File: config.mk
export PLATFORM = sky130hd
export DESIGN_NAME = updown_counter
export DESIGN_NICKNAME = d
export VERILOG_FILES = /design/src/rtl/updown_counter.sv
export SDC_FILE = /design/constraint.sdc
export NUM_CORES = 1
export LEC_CHECK = 0
export ABC_AREA = 1
export CORE_ASPECT_RATIO = 1.4
export CORE_MARGIN = 3
export CORE_UTILIZATION = 51
export CTS_CLUSTER_SIZE = 40
export DETAILED_ROUTE_END_ITERATION = 12
export PLACE_DENSITY_LB_ADDON = 0.25
export SYNTH_ARGS = -nofsm -noshare
export SYNTH_HDL_FRONTEND = slang
export SYNTH_SLANG_ARGS = --single-unit
File: constraint.sdc
create_clock -name clk_i -period 3.9 [get_ports clk_i]
set_input_delay 0.78 -clock clk_i [delete_from_list [all_inputs] [get_ports clk_i]]
set_output_delay 0.78 -clock clk_i [all_outputs]
set_load 0.05 [all_outputs]
File: src/rtl/updown_counter.sv
// Parameterised up/down counter with wrap, saturate or one-shot behaviour at
// the count bounds, plus synchronous clear and clamped load.
module updown_counter #(
  parameter int WIDTH     = 8,
  parameter int MIN_VALUE = 0,
  parameter int MAX_VALUE = 255,
  parameter int STEP      = 1,
  parameter int MODE      = 0
) (
  input  logic             clk_i,
  input  logic             a_rst_n_i,
  input  logic             enable_i,
  input  logic             dir_i,
  input  logic             clear_i,
  input  logic             load_i,
  input  logic [WIDTH-1:0] load_value_i,
  output logic [WIDTH-1:0] value_o,
  output logic             tc_o,
  output logic             done_o,
  output logic             at_min_o,
  output logic             at_max_o
);

  localparam int MODE_WRAP    = 0;
  localparam int MODE_SAT     = 1;
  localparam int MODE_ONESHOT = 2;

  localparam logic [WIDTH-1:0] MIN_W    = WIDTH'(MIN_VALUE);
  localparam logic [WIDTH-1:0] MAX_W    = WIDTH'(MAX_VALUE);
  localparam logic [WIDTH-1:0] STEP_W   = WIDTH'(STEP);
  localparam logic [WIDTH:0]   MIN_EXT  = (WIDTH+1)'(MIN_VALUE);
  localparam logic [WIDTH:0]   MAX_EXT  = (WIDTH+1)'(MAX_VALUE);
  localparam logic [WIDTH:0]   STEP_EXT = (WIDTH+1)'(STEP);

  if (!(MIN_VALUE >= 0 && MIN_VALUE < MAX_VALUE &&
        64'(MAX_VALUE) < (64'sd1 <<< WIDTH) &&
        STEP >= 1 && STEP <= (MAX_VALUE - MIN_VALUE) &&
        (MODE == MODE_WRAP || MODE == MODE_SAT || MODE == MODE_ONESHOT))) begin : g_param_check
    $error("updown_counter: illegal parameter combination");
  end

  logic [WIDTH-1:0] value_r;
  logic             tc_r;
  logic             done_r;

  logic [WIDTH:0]   value_ext_s;
  logic [WIDTH:0]   load_ext_s;
  logic             boundary_s;
  logic [WIDTH-1:0] clamp_s;
  logic [WIDTH-1:0] value_nxt_s;
  logic             tc_nxt_s;
  logic             done_nxt_s;

  // Next-state selection: clear beats load beats an enabled step.
  always_comb begin
    value_ext_s = {1'b0, value_r};
    load_ext_s  = {1'b0, load_value_i};
    // Widened compares so value + STEP cannot overflow before the test.
    if (dir_i) begin
      boundary_s = (value_ext_s + STEP_EXT) > MAX_EXT;
    end else begin
      boundary_s = value_ext_s < (MIN_EXT + STEP_EXT);
    end

    if (load_ext_s < MIN_EXT) begin
      clamp_s = MIN_W;
    end else if (load_ext_s > MAX_EXT) begin
      clamp_s = MAX_W;
    end else begin
      clamp_s = load_value_i;
    end

    value_nxt_s = value_r;
    tc_nxt_s    = 1'b0;
    done_nxt_s  = done_r;

    if (clear_i) begin
      value_nxt_s = MIN_W;
      done_nxt_s  = 1'b0;
    end else if (load_i) begin
      value_nxt_s = clamp_s;
      done_nxt_s  = 1'b0;
    end else if (enable_i && !done_r) begin
      if (boundary_s) begin
        tc_nxt_s = 1'b1;
        case (MODE)
          MODE_WRAP:    value_nxt_s = dir_i ? MIN_W : MAX_W;
          MODE_SAT:     value_nxt_s = dir_i ? MAX_W : MIN_W;
          MODE_ONESHOT: begin
            value_nxt_s = dir_i ? MAX_W : MIN_W;
            done_nxt_s  = 1'b1;
          end
          default:      value_nxt_s = value_r;
        endcase
      end else if (dir_i) begin
        value_nxt_s = value_r + STEP_W;
      end else begin
        value_nxt_s = value_r - STEP_W;
      end
    end else begin
      value_nxt_s = value_r;
    end
  end

  // Counter state registers with asynchronous reset to the lower bound.
  always_ff @(posedge clk_i or negedge a_rst_n_i) begin
    if (!a_rst_n_i) begin
      value_r <= MIN_W;
      tc_r    <= 1'b0;
      done_r  <= 1'b0;
    end else begin
      value_r <= value_nxt_s;
      tc_r    <= tc_nxt_s;
      done_r  <= done_nxt_s;
    end
  end

  assign value_o  = value_r;
  assign tc_o     = tc_r;
  assign done_o   = done_r;
  assign at_min_o = (value_r == MIN_W);
  assign at_max_o = (value_r == MAX_W);

endmodule

==> results.txt <==
FP Rows - 18
global-route wire length before repair - 4210 um
clock power share - 0.205
Die H - 58.0 um
Sw Share - 0.438
TNS Setup - 0 ns
Comb pwr share - 0.470
launching point of the worst reg2reg path - value_o[0]
RSZ-0062 raised after global routing - no
asr flop ratio synth - 1.00
Cells after Synth - 176
Max FO, Critical Path - 7
CTS tree - yes
Synth Warn # - 0
number of setup buffers added after CTS - 0
pwr/cell area - 291 nW/um^2
Unique masters post-synth - 24
net switching power figure - 159 uW
all-layer global routing usage - 0.216
HP Class - flop to flop
minimum clock period - 3.07 ns
WL/cell - 10.8 um
H-tree depth - 1
initial antenna violation count - 0
CTS Hold Bufs - 0
CTS buffer count - 3
drt first pass iters - 4
Hold Path Origin - value_o[6]
Yosys top cell area share - 0.260
Core Util, Final - 0.690
flops & latches, synth - 9
layout cells sized above 1 - 0.0704
# Max-Cap Violations - 0
Horiz. Die Dim - 43.1 um
post-CTS sizing - 0
DRC - 0
DR vias/cell - 5.05
Pint - 204 uW
Core ar. - 1800 um^2
routed wire length - 2370 um
crit path kind - flop to primary output
Routed Antenna Nets - 0
Max Clock Freq - 0.326 GHz
max-slew violation count - 0
Final Setup Violations - 0
Worst VDD drop - 0.268 mV
syn_area_per_cell - 5.59 um^2
worst path arrival time - 2.29 ns
DRT iter0 DRCs - 38
Synth area leaders - nand2_1 (26%), dfrtp_1 (23%), nor2_1 (11%)
sequential area share after synthesis - 0.229
fin nets - 218
normalized max-slew margin - 0.633
Crit. End Element - primary output
Startpoint Class - flop
Netlist Area Pre-Place - 983 um^2
GR Overflow Total - 0
initial core utilization - 0.546
clk_lat worst skew - 0.27 ns
full die area - 2500 um^2
outcome - finished, final reports clean
dominant cell type by area after synthesis - nand2_1
critical path launch point - value_o[0]
Worst-path clk slew - 0.06 ns
Worst-Margin Slew - 0.547 ns
CTS max path bufs - 2
CP required - 3.12 ns
I/O pin count - 26
CTS Sinks - 9
Reg power frac - 0.325
EDFF count, synth - 0
Post-DP HPWL - 1900 um
RePlAce Congestion - 1.00
vias post-DR - 1106
Post-synth top flop - dfrtp_1
leakage - 0.000664 uW
diode count - 0
Final Hold Viols - 0
root buf cell - clkbuf_4
skew final - 0.00209 ns
Filler cells - 176
largest net degree at the start of global routing - 17
post-synth net total - 194
Pwr Total - 362 uW
final period utilization - 0.787
P&R area growth vs syn - 26.5%
vias in the first global route - 1024
number of port buffers - 24
## synth_stat cells (2+ instances only)
cell	count
nand2_1	68
nor2_1	30
inv_1	17
nand3_1	16
dfrtp_1	9
o21ai_0	5
ha_1	4
buf_4	3
inv_2	3
nor2_2	3
nand2_2	2
nor3_1	2
o211ai_1	2
xor2_1	2
## layout by cell type, fill, tap and decap left out
master           count
nor2_2               3
nor3_2               1
inv_1               17
nor2_1              30
clkbuf_1             1
or2_2                1
nand2_4              1
clkbuf_4             3
ha_1                 4
inv_2                3
o211ai_1             2
nand2_1             68
nand3_1             16
o21bai_1             1
xor2_1               2
nand4_1              1
a21oi_1              1
clkdlybuf4s50_1     24
o21ai_0              5
nand2_2              2
nor3_1               2
o21ai_1              1
conb_1               1
dfrtp_1              9
## kinds of logic after synthesis
logic type | Yosys count | synth area share
other | 1 | 0.00381
AND/OR/NAND/NOR | 125 | 0.532
AO/OA/AOI/OAI | 10 | 0.0585
adder cells (fa/ha/maj) | 4 | 0.0509
flip-flops | 9 | 0.229
buffers and inverters | 25 | 0.108
XOR/XNOR | 2 | 0.0178
## registers in the layout, indices dropped and copies added, names as in the netlist
signal,count
value_o,8
tc_o,1
## layout make-up
type | instances | area (um^2) | share of cell area
sequential | 9 | 225 | 0.181
tap | 20 | 25.0 | 0.0201
clock buffer | 4 | 26.3 | 0.0211
inverter | 20 | 75.1 | 0.0604
multi-input combinational | 142 | 652 | 0.524
timing repair buffer | 24 | 240 | 0.193
## metrics by stage
| step | hold slack [ns] | setup slack, ns | instance area (um^2) | cells |
|---|---|---|---|---|
| 2_1_floorplan | 0.484 | 0.940 | 983 | 176 |
| 3_3_place_gp | 0.550 | 1.20 | 1220 | 215 |
| 3_5_place_dp | 0.544 | 1.12 | 1220 | 215 |
| 4_1_cts | 0.561 | 0.809 | 1240 | 219 |
| 5_1_grt | 0.618 | 0.689 | 1240 | 219 |
| 6_report | 0.561 | 0.830 | 1240 | 219 |
## final timing paths
| path | to | slack (ns) | depth (start not counted) |
|---|---|---|---|
| worst max-delay path | at_max_o | 0.83 | 6 |
| worst min-delay path | value_o[6] | 0.56 | 2 |
| worst max register to register | value_o[7] | 1.89 | 15 |
| worst min register to register | value_o[6] | 0.56 | 2 |
| max in group asynchronous | value_o[2] | 2.80 | 1 |
| min in group asynchronous | tc_o | 0.81 | 1 |
## metal layers
layer / up-vias / global-route usage / routed length, um
li1: 587 / - / -
met1: 483 / 0.251 / 960
met2: 31 / 0.372 / 1210
met3: 5 / 0.0186 / 147
met4: 0 / 0.138 / 53
met5: - / 0 / 0
## critical path: stages (launching register included)
cell             delay, ns
dfrtp_1               0.46
ha_1                  0.21
nand2_1               0.12
nor2_2                0.15
nand2_1               0.08
nor2_1                0.16
clkdlybuf4s50_1       0.83
## power groups by stage
stage	clock network, uW	registers (uW)	logic (uW)
floorplan	0	145	93.6
global route	81.3	120	191
CTS	77.6	118	171
detailed placement	0	119	170
global placement	0	118	168
finish	74.2	118	170
Power figures use the tool's default switching activity.
